**config.mk**
```make
export PLATFORM = sky130hd
export DESIGN_NAME = bitxor_inst_encoder_flat
export DESIGN_NICKNAME = d
export VERILOG_FILES = /design/src/rtl/bitxor_inst_encoder_if.sv /design/src/rtl/bitxor_inst_encoder.sv /design/src/flat_wrapper.sv
export SDC_FILE = /design/constraint.sdc
export NUM_CORES = 1
export LEC_CHECK = 0
export ABC_CLOCK_PERIOD_IN_PS = 1500
export CORE_MARGIN = 3
export CORE_UTILIZATION = 53
export DETAILED_ROUTE_END_ITERATION = 8
export DONT_BUFFER_PORTS = 1
export MAX_ROUTING_LAYER = met4
export PLACE_DENSITY = 0.83
export SLEW_MARGIN = 20
export SYNTH_ARGS = -nofsm -noshare
export SYNTH_HDL_FRONTEND = slang
export SYNTH_SLANG_ARGS = --single-unit
```
**constraint.sdc**
```tcl
create_clock -name clk -period 1.5 [get_ports clk]
set_clock_uncertainty 0.1 [all_clocks]
set_input_delay 0.3 -clock clk [delete_from_list [all_inputs] [get_ports clk]]
set_output_delay 0.3 -clock clk [all_outputs]
set_load 0.01 [all_outputs]
```
**src/rtl/bitxor_inst_encoder_if.sv**
```systemverilog
`default_nettype none
// +--------------------------------------------------------------------+
// | bitxor_inst_encoder_if                                             |
// | Job-side and instruction-side handshake bundle for the encoder.    |
// | Rev 1.0                                                            |
// +--------------------------------------------------------------------+
interface bitxor_inst_encoder_if #(
   parameter int DATA_W = 1,
   parameter int CNT_W  = 8
);
   logic              job_valid;
   logic              job_ready;
   logic [DATA_W-1:0] job_l;
   logic [DATA_W-1:0] job_r;
   logic [1:0]        inst;
   logic [DATA_W-1:0] imm;
   logic              inst_valid;
   logic              inst_ready;
   logic              busy;
   logic [CNT_W-1:0]  job_count;

   // Drives jobs in and consumes instructions.
   modport master (
      output job_valid, job_l, job_r, inst_ready,
      input  job_ready, inst, imm, inst_valid, busy, job_count
   );

   // The encoder itself.
   modport slave (
      input  job_valid, job_l, job_r, inst_ready,
      output job_ready, inst, imm, inst_valid, busy, job_count
   );
endinterface
`default_nettype wire

```
**src/rtl/bitxor_inst_encoder.sv**
```systemverilog
`default_nettype none
// +--------------------------------------------------------------------+
// | bitxor_inst_encoder                                                |
// | Expands (L,R) jobs into SETL/SETR/XOR/OUT instruction streams.     |
// | Optional macro BITXOR_ENC_SETSKIP_EN skips redundant setters.      |
// | Rev 1.0                                                            |
// +--------------------------------------------------------------------+
module bitxor_inst_encoder #(
   parameter int DATA_W = 1,
   parameter int CNT_W  = 8
) (
   input  wire logic             clk,
   input  wire logic             rst,
   bitxor_inst_encoder_if.slave  bus
);
   typedef enum logic [2:0] {
      IDLE   = 3'd0,
      S_SETL = 3'd1,
      S_SETR = 3'd2,
      S_XOR  = 3'd3,
      S_OUT  = 3'd4
   } state_t;

   localparam logic [1:0]       c_op_xor  = 2'b00;
   localparam logic [1:0]       c_op_out  = 2'b01;
   localparam logic [1:0]       c_op_setl = 2'b10;
   localparam logic [1:0]       c_op_setr = 2'b11;
   localparam logic [CNT_W-1:0] c_cnt_one = {{(CNT_W-1){1'b0}}, 1'b1};

   state_t            state_q, state_d;
   logic [1:0]        inst_q, inst_d;
   logic [DATA_W-1:0] imm_q, imm_d;
   logic              valid_q, valid_d;
   logic [DATA_W-1:0] l_q, l_d;
   logic [DATA_W-1:0] r_q, r_d;
   logic [CNT_W-1:0]  count_q;

   logic              w_ready;
   logic              w_job_take;
   logic              w_xfer;
   state_t            w_first;
   logic              w_skip_r;

`ifdef BITXOR_ENC_SETSKIP_EN
   logic [DATA_W-1:0] last_l_q;
   logic [DATA_W-1:0] last_r_q;
   logic              known_q;

   // The R comparison is safe to defer to the SETL transfer: last_r only moves on a SETR.
   always_comb begin
      w_first  = S_SETL;
      w_skip_r = known_q && (r_q == last_r_q);
      if (known_q && (bus.job_l == last_l_q)) begin
         w_first = (bus.job_r == last_r_q) ? S_XOR : S_SETR;
      end
   end
`else
   always_comb begin
      w_first  = S_SETL;
      w_skip_r = 1'b0;
   end
`endif

   always_comb begin
      w_ready    = (state_q == IDLE) || ((state_q == S_OUT) && bus.inst_ready);
      w_job_take = bus.job_valid && w_ready;
      w_xfer     = valid_q && bus.inst_ready;
      l_d        = w_job_take ? bus.job_l : l_q;
      r_d        = w_job_take ? bus.job_r : r_q;

      state_d = state_q;
      case (state_q)
         IDLE:    if (w_job_take) state_d = w_first;
         S_SETL:  if (w_xfer)     state_d = w_skip_r ? S_XOR : S_SETR;
         S_SETR:  if (w_xfer)     state_d = S_XOR;
         S_XOR:   if (w_xfer)     state_d = S_OUT;
         S_OUT:   if (w_xfer)     state_d = w_job_take ? w_first : IDLE;
         default:                 state_d = IDLE;
      endcase

      inst_d  = c_op_xor;
      imm_d   = '0;
      valid_d = (state_d != IDLE);
      case (state_d)
         S_SETL: begin
            inst_d = c_op_setl;
            imm_d  = l_d;
         end
         S_SETR: begin
            inst_d = c_op_setr;
            imm_d  = r_d;
         end
         S_OUT:   inst_d = c_op_out;
         default: inst_d = c_op_xor;
      endcase
   end

   always_ff @(posedge clk or posedge rst) begin
      if (rst) begin
         state_q  <= IDLE;
         inst_q   <= c_op_xor;
         imm_q    <= '0;
         valid_q  <= 1'b0;
         l_q      <= '0;
         r_q      <= '0;
         count_q  <= '0;
`ifdef BITXOR_ENC_SETSKIP_EN
         last_l_q <= '0;
         last_r_q <= '0;
         known_q  <= 1'b0;
`endif
      end else begin
         state_q <= state_d;
         inst_q  <= inst_d;
         imm_q   <= imm_d;
         valid_q <= valid_d;
         l_q     <= l_d;
         r_q     <= r_d;
         if ((state_q == S_OUT) && w_xfer) begin
            count_q <= count_q + c_cnt_one;
         end
`ifdef BITXOR_ENC_SETSKIP_EN
         if ((state_q == S_SETL) && w_xfer) begin
            last_l_q <= l_q;
         end
         // While not yet known neither setter is skipped, so SETL has already gone out.
         if ((state_q == S_SETR) && w_xfer) begin
            last_r_q <= r_q;
            known_q  <= 1'b1;
         end
`endif
      end
   end

   assign bus.job_ready  = w_ready;
   assign bus.inst       = inst_q;
   assign bus.imm        = imm_q;
   assign bus.inst_valid = valid_q;
   assign bus.busy       = (state_q != IDLE);
   assign bus.job_count  = count_q;
endmodule
`default_nettype wire
```
**src/flat_wrapper.sv**
```systemverilog
// flat-port wrapper written by rule: the top's interface ports become plain ports
module bitxor_inst_encoder_flat 
#(
   parameter int DATA_W = 1,
   parameter int CNT_W  = 8
)
  (clk, rst, bus_job_valid, bus_job_l, bus_job_r, bus_inst_ready, bus_job_ready, bus_inst, bus_imm, bus_inst_valid, bus_busy, bus_job_count);
  bitxor_inst_encoder_if #(.DATA_W(DATA_W), .CNT_W(CNT_W)) bus_i ();
  input  wire logic clk;
  input  wire logic rst;
  input wire logic [$bits(bus_i.job_valid)-1:0] bus_job_valid;
  input wire logic [$bits(bus_i.job_l)-1:0] bus_job_l;
  input wire logic [$bits(bus_i.job_r)-1:0] bus_job_r;
  input wire logic [$bits(bus_i.inst_ready)-1:0] bus_inst_ready;
  output wire logic [$bits(bus_i.job_ready)-1:0] bus_job_ready;
  output wire logic [$bits(bus_i.inst)-1:0] bus_inst;
  output wire logic [$bits(bus_i.imm)-1:0] bus_imm;
  output wire logic [$bits(bus_i.inst_valid)-1:0] bus_inst_valid;
  output wire logic [$bits(bus_i.busy)-1:0] bus_busy;
  output wire logic [$bits(bus_i.job_count)-1:0] bus_job_count;
  assign bus_i.job_valid = bus_job_valid;
  assign bus_i.job_l = bus_job_l;
  assign bus_i.job_r = bus_job_r;
  assign bus_i.inst_ready = bus_inst_ready;
  assign bus_job_ready = bus_i.job_ready;
  assign bus_inst = bus_i.inst;
  assign bus_imm = bus_i.imm;
  assign bus_inst_valid = bus_i.inst_valid;
  assign bus_busy = bus_i.busy;
  assign bus_job_count = bus_i.job_count;
  bitxor_inst_encoder #(.DATA_W(DATA_W), .CNT_W(CNT_W)) u_core (.clk(clk), .rst(rst), .bus(bus_i));
endmodule
```
==> impl_metrics.env <==
export IMPL_synth_seq_area_share_pct=52.6
export IMPL_grt_antenna_before_repair=0
export IMPL_synth_seq_cells=17
export IMPL_irDropWorstVdd_uv=1170
export IMPL_maxCapViolCount=0
export IMPL_layout_cells_most_common="buf_4"
export IMPL_cellLeakagePower_nw=0.472
export IMPL_num_io_pins=20
export IMPL_max_clock_path_buffers=2
export IMPL_slew_limit_headroom_pct=57.9
export IMPL_h_tree_lvl_count=1
export IMPL_globalRouteTotalUtil_pct=19.2
export IMPL_cts_clk_slew_worst_paths_ns=0.10
export IMPL_die_area_um2=2030
export IMPL_holdCritPathClass="in -> reg"
export IMPL_floorplan_rows=13
export IMPL_cp_slowest_stage_delay_ns=0.47
export IMPL_critical_path_most_common_cell="buf_4"
export IMPL_syn_avg_cell_area_um2=11.4
export IMPL_max_freq_ghz=0.643
export IMPL_detail_route_vias_per_cell=6.24
export IMPL_synth_nets=78
export IMPL_design_final_nets=98
export IMPL_yosysWarnings=0
export IMPL_dr_first_iter_drc_count=8
export IMPL_first_global_vias=614
export IMPL_mappedNetlistArea_um2=810
export IMPL_layout_overhead_on_the_synthesized_area_pct=25.0
export IMPL_final_setup_slack_of_the_worst_path_ns=-0.0554
export IMPL_final_cell_area_um2=1010
export IMPL_slew_viol_final=0
export IMPL_drt_wl_cell_um=18.4
export IMPL_drc_errors=0
export IMPL_status="finished with violations"
export IMPL_vias=655
export IMPL_die_h_um=45.1
export IMPL_chip_width_um=45.1
export IMPL_violations="setup timing"
export IMPL_tritoncts_num_sinks=17
export IMPL_crit_end_element="register"
export IMPL_gr_total_overflow=0
export IMPL_min_period_ns=1.56
export IMPL_dpl_hpwl_um=1220
export IMPL_rsz0062_at_grt="yes"
export IMPL_fillers=95
export IMPL_timing_setup_critical_path_class="reg -> reg"
export IMPL_critPathMaxFanout=5
export IMPL_gp_congestion=0.873
export IMPL_powerDensity_nw_per_um2=1880
export IMPL_synth_cells=71
export IMPL_share_of_cells_above_drive_strength_1_pct=40.0
export IMPL_start_util_pct=59.2
export IMPL_post_route_period_util_pct=104
export IMPL_final_cell_mix="buf_4 (14), dfrtp_1 (13), nor2_1 (8), nand3_1 (5), xnor2_1 (5)"
export IMPL_critPathLaunchType="register"
export IMPL_dpl_cell_area_um2=885
export IMPL_coreArea_um2=1370
export IMPL_postRouteWirelength_um=1930
export IMPL_report_final_setup_viol=4
export IMPL_grt_max_degree=18
export IMPL_synth_cell_type_count=32
export IMPL_clock_root_buffer="clkbuf_4"
export IMPL_insertion_delay_ns=0.30
export IMPL_cts_buffers_inserted=3
export IMPL_cp_data_required_time_ns=1.59
export IMPL_detail_route_first_pass_iterations=6
export IMPL_critical_path_arrival_ns=1.65
export IMPL_place_port_buffers=0
export IMPL_final_antenna_net_count=0
export IMPL_finalHoldViolCount=0
export IMPL_num_antenna_cells=0
export IMPL_post_route_util_pct=74.1
export IMPL_cpMaxStageDelayCell="dfrtp_2"
export IMPL_cts_tree="done"
export IMPL_grt_pass1_wl_um=2680
export IMPL_worstPathCellList="buf_4 > buf_4 > inv_2 > a211oi_2 > o21a_1 > a32o_1"
export IMPL_slew_at_the_pin_with_the_worst_max_slew_slack_ns=0.631
power by group:
part | switching, mW | total, mW | leakage, nW | internal [mW]
combinational | 0.452 | 0.903 | 0.244 | 0.450
clock | 0.143 | 0.246 | 0.0150 | 0.104
sequential | 0.151 | 0.755 | 0.213 | 0.604
total | 0.746 | 1.90 | 0.472 | 1.16
per-stage QoR:
| step | power [mW] | setup slack, ns | hold slack (ns) | setup TNS [ns] | instances |
|---|---|---|---|---|---|
| after floorplan | 1.21 | 0.0270 | 0.126 | 0 | 71 |
| after global placement | 1.38 | 0.0419 | 0.191 | 0 | 94 |
| after detailed placement | 1.42 | -0.00777 | 0.197 | -0.00777 | 94 |
| after CTS | 1.76 | -0.0213 | 0.0703 | -0.0443 | 102 |
| after global routing | 1.99 | -0.0992 | 0.0683 | -0.446 | 105 |
| final | 1.90 | -0.0554 | 0.0667 | -0.126 | 105 |
state kept, by name (all words and copies together), names as in the netlist:
register / cells
u_core.bus.inst: 2
u_core.bus.imm: 1
u_core.l_q: 1
u_core.r_q: 1
u_core.bus.inst_valid: 1
u_core.state_q: 3
u_core.bus.job_count: 8
Yosys cell counts, drive strengths merged:
cell,n,area [um^2]
dfrtp,17,425
nor2,9,50.1
nand3,6,35.0
xnor2,5,43.8
inv,3,11.3
mux2,3,37.5
nand2,3,11.3
and3,2,12.5
buf,2,18.8
nand4,2,12.5
nor3,2,15.0
nor4,2,18.8
xor2,2,17.5
a211oi,1,7.51
a21o,1,7.51
a21oi,1,5.00
a311oi,1,8.76
a32o,1,10.0
and2,1,6.26
ha,1,12.5
mux2i,1,10.0
nand2b,1,6.26
nor2b,1,6.26
o21a,1,7.51
o21ai,1,5.00
o31ai,1,7.51
path summary, 6_finish.rpt:
kind / startpoint / endpoint / slack, ns / cells after the start
max: u_core.state_q[1]$_DFF_PP0_ / u_core.bus.imm$_DFF_PP0_ / -0.06 / 6
min: bus_job_r / u_core.r_q$_DFF_PP0_ / 0.07 / 1
max reg2reg: u_core.state_q[1]$_DFF_PP0_ / u_core.bus.imm$_DFF_PP0_ / -0.06 / 6
min reg2reg: u_core.r_q$_DFF_PP0_ / u_core.r_q$_DFF_PP0_ / 0.41 / 1
max in group asynchronous: rst / u_core.bus.job_count[1]$_DFFE_PP0P_ / 0.43 / 2
min in group asynchronous: rst / u_core.bus.inst[1]$_DFF_PP0_ / 0.42 / 2
cell type report:
cell class                 count  area, um^2  share of cell area, %
sequential                    17         430                   42.5
multi-input combinational     49         388                   38.3
timing repair buffer          17         138                   13.6
clock buffer                   4        26.3                   2.60
tap                           15        18.8                   1.85
inverter                       3        11.3                   1.11
routing by layer:
| metal | GRT usage, % | share of wire (%) |
|---|---|---|
| met5 | - | 0 |
| met2 | 30.5 | 48 |
| met1 | 23.0 | 39 |
| met3 | 6.77 | 9.6 |
| met4 | 5.26 | 3.8 |
timing repair:
action	in CTS	in global routing
endpoints found under the setup margin	3	10
gates resized for setup	5	10
setup buffers	3	3
pin swaps	1	4
hold endpoints to repair	17	0
hold buffers	1	0
cell families after synthesis:
| group | Yosys count | synth area share, % |
|---|---|---|
| xor+xnor | 7 | 7.57 |
| simple gates | 29 | 21.5 |
| mux | 4 | 5.87 |
| buf+inv | 5 | 3.71 |
| fa+ha+maj | 1 | 1.55 |
| compound gates | 8 | 7.26 |
| flops | 17 | 52.6 |
worst max-delay path: cells and delay by family, from the launching register on:
family,cells,cell delay (ns)
flip-flops,1,0.47
AO/OA/AOI/OAI,3,0.46
buffers and inverters,3,0.42
Note: power is estimated with default switching activity, not from simulation.
